### config.mk
export PLATFORM = sky130hd
export DESIGN_NAME = tinyqv_mem_arbiter
export DESIGN_NICKNAME = d
export VERILOG_FILES = /design/src/rtl/tinyqv_arb_pkg.sv /design/src/rtl/tinyqv_beat_pack.sv /design/src/rtl/tinyqv_mem_arbiter.sv
export SDC_FILE = /design/constraint.sdc
export NUM_CORES = 1
export LEC_CHECK = 0
export ABC_AREA = 1
export BUFFER_PORTS_ARGS = -buffer_cell sky130_fd_sc_hd__buf_4
export CORE_MARGIN = 5
export CORE_UTILIZATION = 30
export CTS_BUF_LIST = sky130_fd_sc_hd__clkbuf_16
export DETAILED_ROUTE_END_ITERATION = 8
export GPL_TIMING_DRIVEN = 1
export PLACE_DENSITY = 0.61
export REMOVE_ABC_BUFFERS = 1
export SYNTH_ARGS = -nofsm -noshare
export SYNTH_HDL_FRONTEND = slang
export SYNTH_SLANG_ARGS = --single-unit
### constraint.sdc
create_clock -name clk -period 1.61 [get_ports clk]
set_input_delay 0.2415 -clock clk [delete_from_list [all_inputs] [get_ports clk]]
set_output_delay 0.2415 -clock clk [all_outputs]
set_load 0.02 [all_outputs]
### src/rtl/tinyqv_arb_pkg.sv
// Shared state type, transfer size codes and beat-count helper for the
// TinyQV memory arbiter.
package tinyqv_arb_pkg;

    typedef enum logic [2:0] {
        IDLE,
        INSTR,
        INSTR_STOP,
        DATA,
        DATA_DONE
    } arb_state_e;

    localparam logic [1:0] SZ_8    = 2'b00;
    localparam logic [1:0] SZ_16   = 2'b01;
    localparam logic [1:0] SZ_32   = 2'b10;
    localparam logic [1:0] SZ_NONE = 2'b11;

    // Instruction fetches are issued as 4-beat bursts (len = beats-1).
    localparam logic [1:0] INSTR_LEN = 2'd3;

    function automatic logic [1:0] beats_for_size(input logic [1:0] size);
        return (size == SZ_32) ? 2'd2 : 2'd1;
    endfunction

endpackage

### src/rtl/tinyqv_beat_pack.sv
// Data-side beat handling: tracks the beat index, slices write data into
// 16-bit halves and assembles little-endian read data into a 32-bit word.
module tinyqv_beat_pack
    import tinyqv_arb_pkg::*;
(
    input  logic        clk,
    input  logic        rst,
    input  logic        clear,
    input  logic        beat,
    input  logic [1:0]  size,
    input  logic        is_write,
    input  logic [15:0] rdata,
    input  logic [31:0] wdata,
    output logic        last,
    output logic [15:0] wdata_half,
    output logic [31:0] data_in
);

    logic        beat_idx_q;
    logic [15:0] low_q;
    logic [31:0] data_in_q;
    logic [1:0]  last_idx;

    assign last_idx   = beats_for_size(size) - 2'd1;
    assign last       = beat && ({1'b0, beat_idx_q} == last_idx);
    assign wdata_half = beat_idx_q ? wdata[31:16] : wdata[15:0];
    assign data_in    = data_in_q;

    always_ff @(posedge clk) begin
        if (rst) begin
            beat_idx_q <= 1'b0;
            low_q      <= 16'h0000;
            data_in_q  <= 32'h0000_0000;
        end else begin
            if (clear) begin
                beat_idx_q <= 1'b0;
            end else if (beat) begin
                beat_idx_q <= ~beat_idx_q;
            end
            // data_in only moves when a read completes, so writes leave it intact.
            if (beat && !is_write) begin
                if (!beat_idx_q) begin
                    low_q <= rdata;
                end
                if (last) begin
                    case (size)
                        SZ_8:    data_in_q <= {24'h00_0000, rdata[7:0]};
                        SZ_16:   data_in_q <= {16'h0000, rdata};
                        default: data_in_q <= {rdata, low_q};
                    endcase
                end
            end
        end
    end

endmodule

### src/rtl/tinyqv_mem_arbiter.sv
// Arbitrates the TinyQV instruction fetch stream and data accesses onto one
// 16-bit memory port. Optional fetch guard: define TINYQV_ARB_FETCH_GUARD_EN.
module tinyqv_mem_arbiter
    import tinyqv_arb_pkg::*;
(
    input  logic        clk,
    input  logic        rst,

    input  logic [23:1] instr_addr,
    input  logic        instr_fetch_restart,
    input  logic        instr_fetch_stall,
    output logic        instr_fetch_started,
    output logic        instr_fetch_stopped,
    output logic [15:0] instr_data_in,
    output logic        instr_ready,

    input  logic [24:0] data_addr,
    input  logic [1:0]  data_write_n,
    input  logic [1:0]  data_read_n,
    input  logic        data_continue,
    input  logic [31:0] data_out,
    output logic [31:0] data_in,
    output logic        data_ready,

    output logic        mem_start,
    output logic        mem_is_write,
    output logic [1:0]  mem_len,
    output logic [24:0] mem_addr,
    output logic        mem_continue,
    output logic        mem_stop,
    output logic [15:0] mem_wdata,
    input  logic        mem_busy,
    input  logic        mem_beat,
    input  logic [15:0] mem_rdata
);

    arb_state_e  state_q, state_d;
    logic        mem_start_q, mem_start_d;
    logic        started_q, started_d;
    logic        mem_stop_q, mem_stop_d;
    logic        data_ready_q, data_ready_d;
    logic        mem_is_write_q;
    logic [1:0]  mem_len_q;
    logic [24:0] mem_addr_q;
    logic        mem_continue_q;
    logic [1:0]  size_q;
    logic [31:0] wdata_q;

    logic        data_req, req_write;
    logic [1:0]  req_size;
    logic        launch_data, launch_instr;
    logic        guard_block, preempt;
    logic        data_beat, beat_last;

    // A write wins when both a read and a write are (illegally) requested.
    assign req_write = (data_write_n != SZ_NONE);
    assign data_req  = req_write || (data_read_n != SZ_NONE);
    assign req_size  = req_write ? data_write_n : data_read_n;

    assign instr_ready   = (state_q == INSTR) && mem_beat && !instr_fetch_stall;
    assign instr_data_in = mem_rdata;
    assign data_beat     = (state_q == DATA) && mem_beat;
    assign preempt       = (data_req && !guard_block) || !instr_fetch_restart;

`ifdef TINYQV_ARB_FETCH_GUARD_EN
    logic       guard_on_q;
    logic [1:0] guard_cnt_q;
    logic       guard_arm;
    logic       guard_release;

    // Let the resumed fetch deliver 4 beats before data may preempt it again.
    assign guard_arm     = launch_instr && (state_q == DATA_DONE);
    assign guard_release = instr_ready && (guard_cnt_q == 2'd3);
    assign guard_block   = guard_on_q && !guard_release;

    always_ff @(posedge clk) begin
        if (rst || mem_stop_d) begin
            guard_on_q  <= 1'b0;
            guard_cnt_q <= 2'd0;
        end else if (guard_arm) begin
            guard_on_q  <= 1'b1;
            guard_cnt_q <= 2'd0;
        end else if (guard_on_q && instr_ready) begin
            guard_cnt_q <= guard_cnt_q + 2'd1;
            if (guard_cnt_q == 2'd3) begin
                guard_on_q <= 1'b0;
            end
        end
    end
`else
    assign guard_block = 1'b0;
`endif

    always_comb begin
        state_d             = state_q;
        mem_start_d         = 1'b0;
        started_d           = 1'b0;
        mem_stop_d          = 1'b0;
        data_ready_d        = 1'b0;
        launch_data         = 1'b0;
        launch_instr        = 1'b0;
        instr_fetch_stopped = 1'b0;
        case (state_q)
            IDLE: begin
                if (data_req) begin
                    launch_data = 1'b1;
                end else if (instr_fetch_restart) begin
                    launch_instr = 1'b1;
                end
            end
            INSTR: begin
                if (preempt) begin
                    mem_stop_d = 1'b1;
                    state_d    = INSTR_STOP;
                end
            end
            INSTR_STOP: begin
                if (!mem_busy) begin
                    instr_fetch_stopped = 1'b1;
                    state_d             = IDLE;
                end
            end
            DATA: begin
                if (beat_last) begin
                    data_ready_d = 1'b1;
                    state_d      = DATA_DONE;
                end
            end
            DATA_DONE: begin
                if (data_continue && data_req) begin
                    launch_data = 1'b1;
                end else if (!data_req) begin
                    if (instr_fetch_restart) begin
                        launch_instr = 1'b1;
                    end else begin
                        state_d = IDLE;
                    end
                end
            end
            default: state_d = IDLE;
        endcase
        if (launch_data) begin
            state_d     = DATA;
            mem_start_d = 1'b1;
        end
        if (launch_instr) begin
            state_d     = INSTR;
            mem_start_d = 1'b1;
            started_d   = 1'b1;
        end
    end

    // Reset abandons any transaction without mem_stop: the controller shares rst.
    always_ff @(posedge clk) begin
        if (rst) begin
            state_q        <= IDLE;
            mem_start_q    <= 1'b0;
            started_q      <= 1'b0;
            mem_stop_q     <= 1'b0;
            data_ready_q   <= 1'b0;
            mem_is_write_q <= 1'b0;
            mem_len_q      <= 2'd0;
            mem_addr_q     <= 25'd0;
            mem_continue_q <= 1'b0;
            size_q         <= SZ_NONE;
            wdata_q        <= 32'h0000_0000;
        end else begin
            state_q      <= state_d;
            mem_start_q  <= mem_start_d;
            started_q    <= started_d;
            mem_stop_q   <= mem_stop_d;
            data_ready_q <= data_ready_d;
            if (launch_data) begin
                mem_is_write_q <= req_write;
                mem_len_q      <= beats_for_size(req_size) - 2'd1;
                mem_addr_q     <= data_addr;
                mem_continue_q <= data_continue;
                size_q         <= req_size;
                wdata_q        <= data_out;
            end else if (launch_instr) begin
                mem_is_write_q <= 1'b0;
                mem_len_q      <= INSTR_LEN;
                mem_addr_q     <= {1'b0, instr_addr, 1'b0};
                mem_continue_q <= 1'b0;
            end
        end
    end

    tinyqv_beat_pack u_beat_pack (
        .clk        (clk),
        .rst        (rst),
        .clear      (launch_data),
        .beat       (data_beat),
        .size       (size_q),
        .is_write   (mem_is_write_q),
        .rdata      (mem_rdata),
        .wdata      (wdata_q),
        .last       (beat_last),
        .wdata_half (mem_wdata),
        .data_in    (data_in)
    );

    assign mem_start           = mem_start_q;
    assign instr_fetch_started = started_q;
    assign mem_stop            = mem_stop_q;
    assign data_ready          = data_ready_q;
    assign mem_is_write        = mem_is_write_q;
    assign mem_len             = mem_len_q;
    assign mem_addr            = mem_addr_q;
    assign mem_continue        = mem_continue_q;

endmodule

==> flow_summary.json <==
{
  "cts_tree": "built",
  "clkLatencyLatePin_ps": 410,
  "wl_mm": 15.2,
  "slew_violations": 0,
  "async_reset_ff_share_pct": 0,
  "syn_avg_cell_area_um2": 7.40,
  "globalplace.congestion": 0.842,
  "die_y_um": 140,
  "clock.fmax_mhz": 645,
  "p_leak_nw": 3.22,
  "grt_setup_unrepaired": "false",
  "hold_viol_final": 0,
  "ys_ff_latch": 119,
  "vdd_drop_max_mv": 0.949,
  "min_period_over_period_pct": 96.3,
  "period_needed_ps": 1550,
  "drv_cap": 0,
  "worstSetupPathType": "reg2out",
  "cts_buffer_depth": 2,
  "synth_edf_count": 0,
  "synth_area_um2": 5070,
  "finClkSkew_ps": 7.77,
  "cts_root_buf": "clkbuf_16",
  "n_antenna_cell": 0,
  "clk_pin_slew_worst_paths_ps": 60,
  "run_status": "completed",
  "rows": 47,
  "hp-start": "data_out[28]",
  "ant_nets": 0,
  "antenna_found_initial": 0,
  "p_per_area_nw_per_um2": 1300,
  "dieWidth_um": 140,
  "drc_errors": 0,
  "hold_buffers": 0,
  "r2r_start": "state_q[2]$_SDFFE_PP0P_",
  "worst_slack_ps": 59.2,
  "drtPass1Iterations": 4,
  "ios": 206,
  "vias": 4973,
  "die_area_um2": 19600,
  "ys_types": 27,
  "startpoint": "state_q[2]$_SDFFE_PP0P_",
  "pre_cts_ws_ps": -5.37,
  "wire_per_inst_um": 13.9,
  "path_max_fanout": 5,
  "synth_cells": 685,
  "design.final.nets": 974,
  "crit_path_end_kind": "output port",
  "drive_gt1_share_pct": 33.4,
  "worst_ep_arrival_time_ps": 1310,
  "synth-main-ff-cell": "dfxtp_1",
  "grt_start_max_net_pins": 35,
  "cts_buffers": 17,
  "start_kind": "flip-flop",
  "final_cell_mix": "buf_4, nand2_1, dfxtp_1",
  "cts_max_level": 4,
  "area_growth_pct": 45.0,
  "grt_pass1_vias": 4656,
  "critPathRequiredTime_ps": 1370,
  "cts.sinks": 119,
  "final_common_cell": "buf_4",
  "grt_pass1_wl_mm": 24.1,
  "setup_viol": 0,
  "first_iter_violations": 234,
  "io_buffers": 205,
  "start_util_pct": 30.6,
  "core_um2": 16600,
  "ys_warn_count": 0,
  "ys_seq_area_share_pct": 47.0,
  "grt_usage_pct": 15.2,
  "maxSlewHeadroom_pct": 77.0,
  "hp-class": "in2reg",
  "dpl.hpwl_mm": 10.8,
  "viasPerCell": 4.52,
  "holdWs_ps": 42.7,
  "worstMarginPinSlew_ps": 345,
  "grt_overflow": 0
}
## power by group
part / total (W) / switching (W) / leakage (nW) / internal (W)
clock: 0.00356 / 0.00145 / 0.263 / 0.00212
sequential: 0.00351 / 0.000190 / 0.976 / 0.00332
combinational: 0.00251 / 0.00152 / 1.98 / 0.000991
## metrics by stage
step	total power, W	TNS, ps	util [%]	cells	area, um^2
floorplan	0.00482	-50400	-	621	4690
global placement	0.00604	0	40.5	1068	6720
detailed placement	0.00606	-10.7	40.5	1068	6720
CTS	0.00969	-19.2	44.2	1100	7320
global route	0.0101	0	44.4	1100	7360
finish	0.00958	0	44.4	1100	7360
## path summary, 6_finish.rpt
kind | endpoint | slack, ps | cells after the start
hold reg to reg | u_beat_pack.low_q[13]$_SDFFE_PP0P_ | 440 | 2
hold / removal | wdata_q[28]$_SDFFE_PP0P_ | 40 | 3
setup / recovery | instr_ready | 60 | 4
setup reg to reg | u_beat_pack.data_in[10]$_SDFFE_PP0P_ | 170 | 8
## worst max-delay path: stages, from the launching register on
cell,delay [ps]
dfxtp_1,320
inv_2,120
nand3_4,120
nor3_4,190
buf_6,150
## sequential cells by signal (all words and copies together), names as in the netlist
| signal | cells |
|---|---|
| data_ready | 1 |
| instr_fetch_started | 1 |
| mem_addr | 25 |
| mem_continue | 1 |
| mem_is_write | 1 |
| mem_len | 2 |
| mem_start | 1 |
| mem_stop | 1 |
| size_q | 2 |
| state_q | 3 |
| u_beat_pack.beat_idx_q | 1 |
| u_beat_pack.data_in | 32 |
| u_beat_pack.low_q | 16 |
| wdata_q | 32 |
## cell usage after synthesis (5+ instances only)
cell	number	area share [%]
nand3_1	29	2.9
buf_4	23	3.4
a21oi_1	60	5.9
nor2_1	77	5.7
o21ai_0	64	6.3
nand2_1	169	13
a31oi_1	21	2.6
nand4_1	16	2.0
clkbuf_1	20	1.5
inv_1	29	2.1
buf_6	6	1.3
nand2_2	11	1.4
o21ai_1	5	0.49
buf_2	12	1.2
dfxtp_1	119	47
## cell families after synthesis
group | Yosys count | share of synthesized area (%)
and+or+nand+nor | 313 | 26.6
AOI/OAI and AO/OA | 154 | 16.1
DFF | 119 | 47.0
buffers and inverters | 99 | 10.3
## timing repair
item	4_1_cts	5_1_grt
resized for setup	11	10
endpoints found under the setup margin	19	88
setup buffers	0	0
pin swaps	1	1
## layer usage
metal,share of wire [%],GRT usage (%)
met5,0,0
met4,1.0,4.39
met1,45,19.9
met3,8.9,6.51
met2,45,23.0
## layout make-up
class | instances | area [um^2]
Clock buffer | 17 | 425
Timing Repair Buffer | 227 | 1780
Tap cell | 220 | 275
Clock inverter | 15 | 131
Fill cell | 1739 | 9230
Inverter | 35 | 141
Sequential cell | 119 | 2390
Multi-Input combinational cell | 467 | 2210
Note: power is estimated with default switching activity, not from simulation.
